==> config.mk <==
export PLATFORM = sky130hd
export DESIGN_NAME = intctrl_prio
export DESIGN_NICKNAME = d
export VERILOG_FILES = /design/src/rtl/intctrl_prio.sv
export SDC_FILE = /design/constraint.sdc
export NUM_CORES = 1
export LEC_CHECK = 0
export ABC_AREA = 1
export CAP_MARGIN = 20
export CORE_ASPECT_RATIO = 1.75
export CORE_UTILIZATION = 35
export CTS_CLUSTER_DIAMETER = 150
export DETAILED_ROUTE_END_ITERATION = 10
export GPL_TIMING_DRIVEN = 0
export SYNTH_ARGS = -nofsm -noshare
export SYNTH_HDL_FRONTEND = slang
export SYNTH_SLANG_ARGS = --single-unit
==> constraint.sdc <==
create_clock -name clk_i -period 23 [get_ports clk_i]
set_input_delay 2.3 -clock clk_i [delete_from_list [all_inputs] [get_ports clk_i]]
set_output_delay 2.3 -clock clk_i [all_outputs]
set_load 0.1 [all_outputs]
==> src/rtl/intctrl_prio.sv <==
// rtl/intctrl_prio.sv - priority interrupt controller with edge latches and round-robin tie-break
module intctrl_prio #(
    parameter int ARCHBITSZ   = 32,
    parameter int INTSRCCOUNT = 8,
    parameter int INTDSTCOUNT = 2,
    parameter int PRIOBITSZ   = 2
) (
    input  logic                                     clk_i,
    input  logic                                     rst_i,
    input  logic [1:0]                               pi1_op_i,
    input  logic [ARCHBITSZ-$clog2(ARCHBITSZ/8)-1:0] pi1_addr_i,
    input  logic [ARCHBITSZ-1:0]                     pi1_data_i,
    output logic [ARCHBITSZ-1:0]                     pi1_data_o,
    input  logic [ARCHBITSZ/8-1:0]                   pi1_sel_i,
    output logic                                     pi1_rdy_o,
    output logic [ARCHBITSZ-1:0]                     pi1_mapsz_o,
    output logic [INTDSTCOUNT-1:0]                   intrqstdst_o,
    input  logic [INTDSTCOUNT-1:0]                   intrdydst_i,
    input  logic [INTDSTCOUNT-1:0]                   intbestdst_i,
    input  logic [INTSRCCOUNT-1:0]                   intrqstsrc_i,
    output logic [INTSRCCOUNT-1:0]                   intrdysrc_o
);

    localparam int SRCW   = (INTSRCCOUNT > 1) ? $clog2(INTSRCCOUNT) : 1;
    localparam int DSTW   = (INTDSTCOUNT > 1) ? $clog2(INTDSTCOUNT) : 1;
    localparam int MAPMUL = ((64 / ARCHBITSZ) > 0) ? (64 / ARCHBITSZ) : 1;

    localparam logic [1:0] PIRWOP     = 2'b11;
    localparam logic [2:0] CMD_ACKINT = 3'd0;
    localparam logic [2:0] CMD_INTDST = 3'd1;
    localparam logic [2:0] CMD_CFGSRC = 3'd2;

    localparam logic [ARCHBITSZ-1:0] RET_NEG1 = '1;
    localparam logic [ARCHBITSZ-1:0] RET_NEG2 = {{(ARCHBITSZ-1){1'b1}}, 1'b0};

    localparam logic [ARCHBITSZ-5:0]           ACK_DST_LIM = (ARCHBITSZ-4)'(INTDSTCOUNT);
    localparam logic [ARCHBITSZ-4:0]           INT_DST_LIM = (ARCHBITSZ-3)'(INTDSTCOUNT);
    localparam logic [ARCHBITSZ-6-PRIOBITSZ:0] CFG_IDX_LIM = (ARCHBITSZ-5-PRIOBITSZ)'(INTSRCCOUNT);
    localparam logic [SRCW-1:0]                SRC_LAST    = SRCW'(INTSRCCOUNT-1);
    localparam logic [DSTW-1:0]                DST_LAST    = DSTW'(INTDSTCOUNT-1);

    typedef enum logic [1:0] {
        ST_IDLE,
        ST_SEEK,
        ST_PEND
    } state_t;

    state_t                 state_q, state_d;
    logic [SRCW-1:0]        rrptr_q, rrptr_d;
    logic [SRCW-1:0]        cursrc_q, cursrc_d;
    logic [DSTW-1:0]        dstidx_q, dstidx_d;
    logic [DSTW-1:0]        target_q, target_d;
    logic                   forced_q, forced_d;
    logic [INTDSTCOUNT-1:0] dsten_q, dsten_d;
    logic [INTSRCCOUNT-1:0] srcen_q, srcen_d;
    logic [INTSRCCOUNT-1:0] srcedge_q, srcedge_d;
    logic [INTSRCCOUNT-1:0] latch_q, latch_d;
    logic [INTSRCCOUNT-1:0] prev_q;
    logic [PRIOBITSZ-1:0]   prio_q [INTSRCCOUNT];
    logic [PRIOBITSZ-1:0]   prio_d [INTSRCCOUNT];
    logic [ARCHBITSZ-1:0]   data_q, data_d;

    logic [2:0]                      cmd;
    logic                            cmd_valid;
    logic                            ack_en;
    logic [ARCHBITSZ-5:0]            ack_dst;
    logic [ARCHBITSZ-4:0]            int_dst;
    logic [PRIOBITSZ-1:0]            cfg_prio;
    logic                            cfg_edge;
    logic                            cfg_en;
    logic [ARCHBITSZ-6-PRIOBITSZ:0]  cfg_idx;

    logic [INTSRCCOUNT-1:0] elig;
    logic [INTSRCCOUNT-1:0] rise;
    logic [INTSRCCOUNT-1:0] latch_clr;
    logic                   any_best;
    logic                   dst_ok;
    logic [DSTW-1:0]        dst_step;

    logic                   pick_valid;
    logic [SRCW-1:0]        pick_idx;
    logic [PRIOBITSZ-1:0]   pick_prio;
    logic [SRCW:0]          scan_sum;
    logic [SRCW-1:0]        scan_idx;

    logic unused_ok;
    assign unused_ok = ^{pi1_addr_i, pi1_sel_i};

    function automatic logic [SRCW-1:0] src_inc(input logic [SRCW-1:0] s);
        return (s == SRC_LAST) ? '0 : s + 1'b1;
    endfunction

    function automatic logic [DSTW-1:0] dst_inc(input logic [DSTW-1:0] d);
        return (d == DST_LAST) ? '0 : d + 1'b1;
    endfunction

    assign cmd       = pi1_data_i[2:0];
    assign cmd_valid = (pi1_op_i == PIRWOP);
    assign ack_en    = pi1_data_i[3];
    assign ack_dst   = pi1_data_i[ARCHBITSZ-1:4];
    assign int_dst   = pi1_data_i[ARCHBITSZ-1:3];
    assign cfg_prio  = pi1_data_i[3 +: PRIOBITSZ];
    assign cfg_edge  = pi1_data_i[3+PRIOBITSZ];
    assign cfg_en    = pi1_data_i[4+PRIOBITSZ];
    assign cfg_idx   = pi1_data_i[ARCHBITSZ-1:5+PRIOBITSZ];

    assign elig     = srcen_q & ((srcedge_q & latch_q) | (~srcedge_q & intrqstsrc_i));
    assign rise     = intrqstsrc_i & ~prev_q;
    assign any_best = |(intbestdst_i & dsten_q);
    assign dst_ok   = dsten_q[dstidx_q] &
                      ((~any_best & intrdydst_i[dstidx_q]) | intbestdst_i[dstidx_q]);

    // Scan in round-robin order starting at rrptr; strict > keeps the earliest tie.
    always_comb begin
        pick_valid = 1'b0;
        pick_idx   = '0;
        pick_prio  = '0;
        scan_sum   = '0;
        scan_idx   = '0;
        for (int k = 0; k < INTSRCCOUNT; k++) begin
            scan_sum = {1'b0, rrptr_q} + (SRCW+1)'(k);
            if (scan_sum >= (SRCW+1)'(INTSRCCOUNT)) begin
                scan_sum = scan_sum - (SRCW+1)'(INTSRCCOUNT);
            end
            scan_idx = scan_sum[SRCW-1:0];
            if (elig[scan_idx] && (!pick_valid || (prio_q[scan_idx] > pick_prio))) begin
                pick_valid = 1'b1;
                pick_idx   = scan_idx;
                pick_prio  = prio_q[scan_idx];
            end
        end
    end

    always_comb begin
        state_d   = state_q;
        rrptr_d   = rrptr_q;
        cursrc_d  = cursrc_q;
        dstidx_d  = dstidx_q;
        target_d  = target_q;
        forced_d  = forced_q;
        dsten_d   = dsten_q;
        srcen_d   = srcen_q;
        srcedge_d = srcedge_q;
        prio_d    = prio_q;
        data_d    = data_q;
        latch_clr = '0;
        dst_step  = dstidx_q;

        if (cmd_valid) begin
            case (cmd)
                CMD_ACKINT: begin
                    if ((state_q == ST_PEND) && (ack_dst == (ARCHBITSZ-4)'(dstidx_q))) begin
                        data_d = forced_q ? RET_NEG1 : ARCHBITSZ'(cursrc_q);
                        if (!forced_q) begin
                            latch_clr[cursrc_q] = srcedge_q[cursrc_q];
                            rrptr_d             = src_inc(cursrc_q);
                        end
                        dstidx_d = '0;
                        forced_d = 1'b0;
                        state_d  = ST_IDLE;
                    end else begin
                        data_d = RET_NEG2;
                    end
                    if (ack_dst < ACK_DST_LIM) begin
                        dsten_d[ack_dst[DSTW-1:0]] = ack_en;
                    end
                end
                CMD_INTDST: begin
                    if (int_dst >= INT_DST_LIM) begin
                        data_d = RET_NEG1;
                    end else if (state_q != ST_IDLE) begin
                        data_d = RET_NEG2;
                    end else begin
                        data_d   = ARCHBITSZ'(int_dst);
                        target_d = int_dst[DSTW-1:0];
                        forced_d = 1'b1;
                        dstidx_d = '0;
                        state_d  = ST_SEEK;
                    end
                end
                CMD_CFGSRC: begin
                    if (cfg_idx < CFG_IDX_LIM) begin
                        prio_d[cfg_idx[SRCW-1:0]]    = cfg_prio;
                        srcedge_d[cfg_idx[SRCW-1:0]] = cfg_edge;
                        srcen_d[cfg_idx[SRCW-1:0]]   = cfg_en;
                        data_d                       = ARCHBITSZ'(cfg_idx);
                    end else begin
                        data_d = RET_NEG1;
                    end
                end
                default: data_d = RET_NEG1;
            endcase
        end else begin
            case (state_q)
                ST_IDLE: begin
                    if (pick_valid) begin
                        cursrc_d = pick_idx;
                        forced_d = 1'b0;
                        state_d  = ST_SEEK;
                    end
                end
                ST_SEEK: begin
                    if (forced_q) begin
                        dst_step = (dstidx_q == target_q) ? dstidx_q : dst_inc(dstidx_q);
                        dstidx_d = dst_step;
                        if (dst_step == target_q) begin
                            state_d = ST_PEND;
                        end
                    end else if (!elig[cursrc_q]) begin
                        dstidx_d = '0;
                        state_d  = ST_IDLE;
                    end else if (dst_ok) begin
                        state_d = ST_PEND;
                    end else begin
                        dstidx_d = dst_inc(dstidx_q);
                    end
                end
                ST_PEND: state_d = ST_PEND;
                default: state_d = ST_IDLE;
            endcase
        end

        // A new edge outranks an acknowledge clear; disabling always wins.
        latch_d = ((latch_q & ~latch_clr) | (rise & srcen_q)) & srcen_d;
    end

    always_ff @(posedge clk_i) begin
        if (rst_i) begin
            state_q   <= ST_IDLE;
            rrptr_q   <= '0;
            cursrc_q  <= '0;
            dstidx_q  <= '0;
            target_q  <= '0;
            forced_q  <= 1'b0;
            dsten_q   <= '0;
            srcen_q   <= '0;
            srcedge_q <= '0;
            latch_q   <= '0;
            prev_q    <= '0;
            data_q    <= '0;
            for (int i = 0; i < INTSRCCOUNT; i++) begin
                prio_q[i] <= '0;
            end
        end else begin
            state_q   <= state_d;
            rrptr_q   <= rrptr_d;
            cursrc_q  <= cursrc_d;
            dstidx_q  <= dstidx_d;
            target_q  <= target_d;
            forced_q  <= forced_d;
            dsten_q   <= dsten_d;
            srcen_q   <= srcen_d;
            srcedge_q <= srcedge_d;
            latch_q   <= latch_d;
            prev_q    <= intrqstsrc_i;
            data_q    <= data_d;
            for (int i = 0; i < INTSRCCOUNT; i++) begin
                prio_q[i] <= prio_d[i];
            end
        end
    end

    always_comb begin
        intrqstdst_o = '0;
        intrdysrc_o  = '1;
        if (state_q == ST_PEND) begin
            intrqstdst_o[dstidx_q] = 1'b1;
            if (!forced_q) begin
                intrdysrc_o[cursrc_q] = 1'b0;
            end
        end
    end

    assign pi1_data_o  = data_q;
    assign pi1_rdy_o   = 1'b1;
    assign pi1_mapsz_o = ARCHBITSZ'(MAPMUL * (ARCHBITSZ / 8));

endmodule

Word-level counts from Yosys, hierarchy flattened
Cells that the tools add are included.

Logic and storage cells: 312. Flip-flop bits (word level): 93. Output and inout port bits: 75. Input bits: 82.

Reduce and logical (&&, ||, !) cells: 42. Add/sub/neg operators: 17. Magnitude comparators: 44. Bitwise operators: 32. Mux-type cells: 140. Equality and inequality tests: 17.

Operators with widths (number): two-way mux 32 bit (5); case mux 32 bit (3 select lines) (1); two-way mux 8 bit (9); two-way mux 2 bit (34); bitwise AND 8 bit (8); greater-or-equal comparator 4 bit (second input constant) (16); two-way mux 3 bit (17); binary-select mux 2 bit (select 3 bit) (8); two-way mux 1 bit (43); less-than comparator 3 x 4 -> 1 bit (second input constant) (10); NOT 3 -> 4 bit (9); NOT 8 bit (4); binary-select mux 1 bit (select 3 bit) (10); greater-or-equal comparator 29 x 2 -> 1 bit (second input constant) (1); == test 28 x 1 -> 1 bit (1); less-than comparator 28 x 2 -> 1 bit (second input constant) (1); less-than comparator 25 x 4 -> 1 bit (second input constant) (1); subtractor 3 x 1 -> 3 bit (second input constant) (8); adder 3 x 3 -> 4 bit (second input constant) (4); bitwise mux 16 bit (1); bitwise mux 8 bit (2); bitwise OR 8 bit (2); greater-than comparator 2 bit (7); logical AND 1 bit (13); other kinds (40) (77).

Longest topological paths before layout
Depth in word-level cells: 38. Mapped depth: 70. Gate-level depth less buffers: 69.

Worst setup path after synthesis
No wires, ideal clock.

Path type: input-to-reg. From: input intrqstsrc_i[5]. To: register cursrc_q[0]. Setup time: 0.109 ns. Required time: 22.891 ns. Slack: 13.727 ns. Cell stages on the path: 67. Path buffers: 0. Data arrival time: 9.164 ns. Cell sequence: nand2_1 -> nand2_1 -> nand3_1 -> nand3_1 -> nand3_1 -> nand2_1 -> nand3_1 -> ha_1 -> inv_1 -> nor2_1 -> o21ai_0 -> nand2_1 -> nand2_2 -> nand2_1 -> o21ai_1 -> ha_1 -> inv_1 -> nor2_1 -> [31 not listed] -> inv_1 -> nor2_1 -> o21ai_0 -> nand2_1 -> nand2_2 -> nand3_1 -> o21ai_1 -> ha_1 -> inv_1 -> nor2_1 -> o21ai_0 -> nand2_1 -> nand2_1 -> nand2_1 -> nand2_1 -> nand3_1 -> nand2_1 -> inv_1.

Cells in the longest elaborated chain, start to end: 35. Elaborated cells on any way between the ends: 71. Classes of those cells: order compare: 7; mux: 39; bitwise: 3; reduce/logical: 22.

RTL lines: from (decl) (RTL line 20) `input logic [INTSRCCOUNT-1:0] intrqstsrc_i,`; bitwise AND 8 bit * (RTL line 107) `assign elig = srcen_q & ((srcedge_q & latch_q) | (~srcedge_q & intrqstsrc_i));`; bitwise OR 8 bit * (RTL line 107); bitwise AND 8 bit * (RTL line 107); binary-select mux 1 bit (select 3 bit) (RTL line 126) `if (elig[scan_idx] && (!pick_valid || (prio_q[scan_idx] > pick_prio))) begin`; two-way mux 1 bit (implied by the code) (RTL line 126); two-way mux 2 bit / two-way mux 1 bit (equally long branches) (RTL line 126); greater-than comparator 2 bit / zero test 1 bit (equally long branches) (RTL line 126); logical OR 1 bit (RTL line 126); [19 not listed]; logical OR 1 bit (RTL line 126); logical AND 1 bit (RTL line 126); two-way mux 2 bit / two-way mux 1 bit (equally long branches) (RTL line 126); greater-than comparator 2 bit / zero test 1 bit (equally long branches) (RTL line 126); logical OR 1 bit (RTL line 126); logical AND 1 bit (RTL line 126); two-way mux 1 bit (RTL line 126); AND reduction 3 bit (no line); to (signal assigned) (RTL line 247) `cursrc_q <= cursrc_d;`; to (decl) (RTL line 50) `logic [SRCW-1:0] cursrc_q, cursrc_d;`.

Mark *: on every way between the ends. The rest lies on a longest branch, timed or not. The select of a mux whose other input is x is not followed. A chain may end at the register's enable or synchronous reset.

Final worst setup path
From: input intrqstsrc_i[4]. To: register cursrc_q[1].

Same word-level chain as after synthesis.

==> flow_summary.yaml <==
synth:
  postSynthCellCount: 969
  ys_ff_latch: 91
  synth_top_family_by_area: "simple AND/OR/NAND/NOR gates"
  yosysUniqueCellTypes: 43
  async_flop_share: 0
  yosysSeqAreaShare: 0.2978
  synth_area_um2: 6117
  synth_warnings: 0
  synth-compound-area-share: 0.1757
  synth_edf_count: 0
  syn_area_per_cell_um2: 6.313
  ys.flop_type: "dfxtp_1"
  synthXorXnorAreaFrac: 0.005523
  synth_fa_ha_area_frac: 0.03682
  synth_mux_area_frac: 0.009818
  yosys.area_share.simple: 0.3289
sta:
  setup_tns_ps: 0
  hold_violations: 0
  fin_worst_skew_ps: 12.43
  layout_setup_ws_ps: 10900
  finalCritPeriodShare: 0.5261
  min_period_ps: 12100
  max_slew_margin: 0.3104
  hold_ws_ps: 464.5
  rsz0062_at_grt: "false"
  setup_viol: 0
  max_clock_freq_ghz: 0.08264
  worst_slew_pin_slew_ps: 1031
  slew_viol_final: 0
routing:
  viasPerCell: 4.910
  drt_iter0_drc: 357
  routedWlPerCell_um: 15.44
  num_vias: 6520
  wl_um: 20510
  drt_pass1_iterations: 5
  antenna_left: 0
  drc: 0
critical_path:
  r2r_cells: 66
  crit_family: "simple AND/OR/NAND/NOR gates"
  startpoint_type: "input port"
  path_common_cell: "nand2_1"
  critPathMaxFanout: 10
  crit_path_start: "intrqstsrc_i[4]"
  slowest_delay_ps: 460
  crit_type: "input port to flop"
  timing.rr.start: "rrptr_q[1]"
  cp.arrival_ps: 12350
  critical_path_buf_inv_count: 10
  rrSetupSlack_ps: 11720
  end_kind: "flop"
  slowest_stage: "clkdlybuf4s50_1"
  reg2reg_to: "cursrc_q[1]"
  crit_required_ps: 23250
floorplan:
  dieWidth_um: 101.9
  start_util: 0.3593
  die_h_um: 176.9
  rows: 63
  core_area_um2: 17030
  die_area_um2: 18030
  io-pin-count: 157
global_routing:
  track_usage: 0.2343
  grt_pass1_wl_um: 31610
  first_global_vias: 6162
  antenna_found_initial: 0
  grt_max_degree: 15
  overflow: 0
hold_path:
  hp-class: "flop to flop"
  min_path_cells: 2
  hp-start: "pi1_data_o[12]"
  hold_end: "pi1_data_o[12]"
final_layout:
  synthToLayoutAreaGrowth_pct: 25.57
  fin_area_um2: 7681
  final_nets: 1197
  drive_above_1_share: 0.08265
  antennaDiodeCount: 0
pwr:
  p_per_area_nw_per_um2: 55.29
  p_leak_nw: 3.393
  ir_worst_vdd_uv: 57.48
placement:
  numPortBuffers: 86
  placed_area_um2: 7378
  place_hpwl_um: 16840
  gp_congestion: 0.9128
  post-place-ws_ps: 10530
clocking:
  post_cts.repair.setup_buffers: 0
  cts_tree: "done"
  clkLatencyLatePin_ps: 360
  clock_path_buffers: 2
  root_buffer: "clkbuf_16"
  cts_sinks: 91
  cts_htree_levels: 3
  cts_hold_buffers: 0
  post_cts_resized: 0
  path_clk_slew_ps: 70
  cts_buffers: 9
job:
  cap_violations: 0
outcome:
  outcome: "finished clean"
## logic make-up after synthesis
| family | after synthesis |
|---|---|
| buf+inv | 192 |
| compound gates | 198 |
| xor+xnor | 3 |
| mux | 6 |
| fa+ha+maj | 18 |
| other cells | 2 |
| simple gates | 459 |
| flops | 91 |
## layer usage
metal  track usage  routed length (µm)
met1        0.2151                7080
met2        0.4578               11390
met3       0.03041                 788
met4        0.1631                1249
met5             0                   0
## worst max path at each step
| stage | to | cells after the start |
|---|---|---|
| final | cursrc_q[1] | 66 |
| after global routing | cursrc_q[1] | 66 |
| after CTS | cursrc_q[1] | 66 |
| after detailed placement | cursrc_q[1] | 66 |
| after global placement | cursrc_q[1] | 66 |
| after floorplan | cursrc_q[0] | 67 |
## power breakdown
group / leakage (nW) / switching [mW] / internal (mW)
combinational: 2.51 / 0.0803 / 0.0249
sequential: 0.741 / 0.00293 / 0.163
clock: 0.145 / 0.0636 / 0.0900
## cell type report
cell class,instances,area [µm²]
flip-flops and latches,91,1822
clock buffers,12,256.5
fillers,1858,9345
multi-input cells,717,3530
clock inverters,3,46.29
plain buffers,65,405.4
inverters,127,476.7
repair buffers,86,860.8
well taps,227,284.0
## per-stage QoR
stage | total power [mW] | util | instances
6_report | 0.4247 | 0.4511 | 1328
5_1_grt | 0.4395 | 0.4511 | 1328
4_1_cts | 0.4273 | 0.4511 | 1328
3_5_place_dp | 0.2741 | 0.4333 | 1313
3_3_place_gp | 0.2741 | 0.4333 | 1313
2_1_floorplan | 0.2492 | - | 1000
## worst min-delay path: stages, from the launching register on
cell and delay [ps]:
dfxtp_1 310, nand2_1 60, a21oi_1 50
## registers in the layout (all words and copies together), names as in the netlist
name        count
latch_q         8
cursrc_q        3
prio_q         16
prev_q          8
pi1_data_o     30
state_q         2
srcedge_q       8
rrptr_q         3
dsten_q         2
target_q        1
dstidx_q        1
srcen_q         8
forced_q        1
## cell usage after synthesis, drive strengths merged, types with 8 or more instances
library cell | instances | share of area
nand3b | 8 | 0.0098
inv | 127 | 0.078
clkbuf | 18 | 0.011
nand3 | 67 | 0.057
a22oi | 8 | 0.0098
nand4 | 14 | 0.016
buf | 47 | 0.055
a21oi | 66 | 0.055
and2 | 8 | 0.0082
dfxtp | 91 | 0.30
nor3 | 23 | 0.020
nand2 | 224 | 0.14
o21ai | 99 | 0.082
ha | 18 | 0.037
nor2 | 107 | 0.067
## cell usage in the layout (no fill, tap or decap), types with 7 or more instances in the layout
master           netlist  final
nand2_1              217    217
inv_1                117    117
nor2_1               105    105
dfxtp_1               91     91
clkdlybuf4s50_1        0     86
o21ai_0               79     79
a21oi_1               65     65
nand3_1               64     64
buf_4                 39     39
conb_1                 2     33
nor3_1                21     21
clkbuf_1              18     19
o21ai_1               19     19
ha_1                  18     18
nand4_1               12     12
inv_2                 10     10
clkbuf_16              0      9
nand3b_1               8      8
and2_1                 8      8
a22oi_1                8      8
nand2_2                7      7
a31oi_1                7      7
No activity file was read; power rests on OpenSTA's default activity.
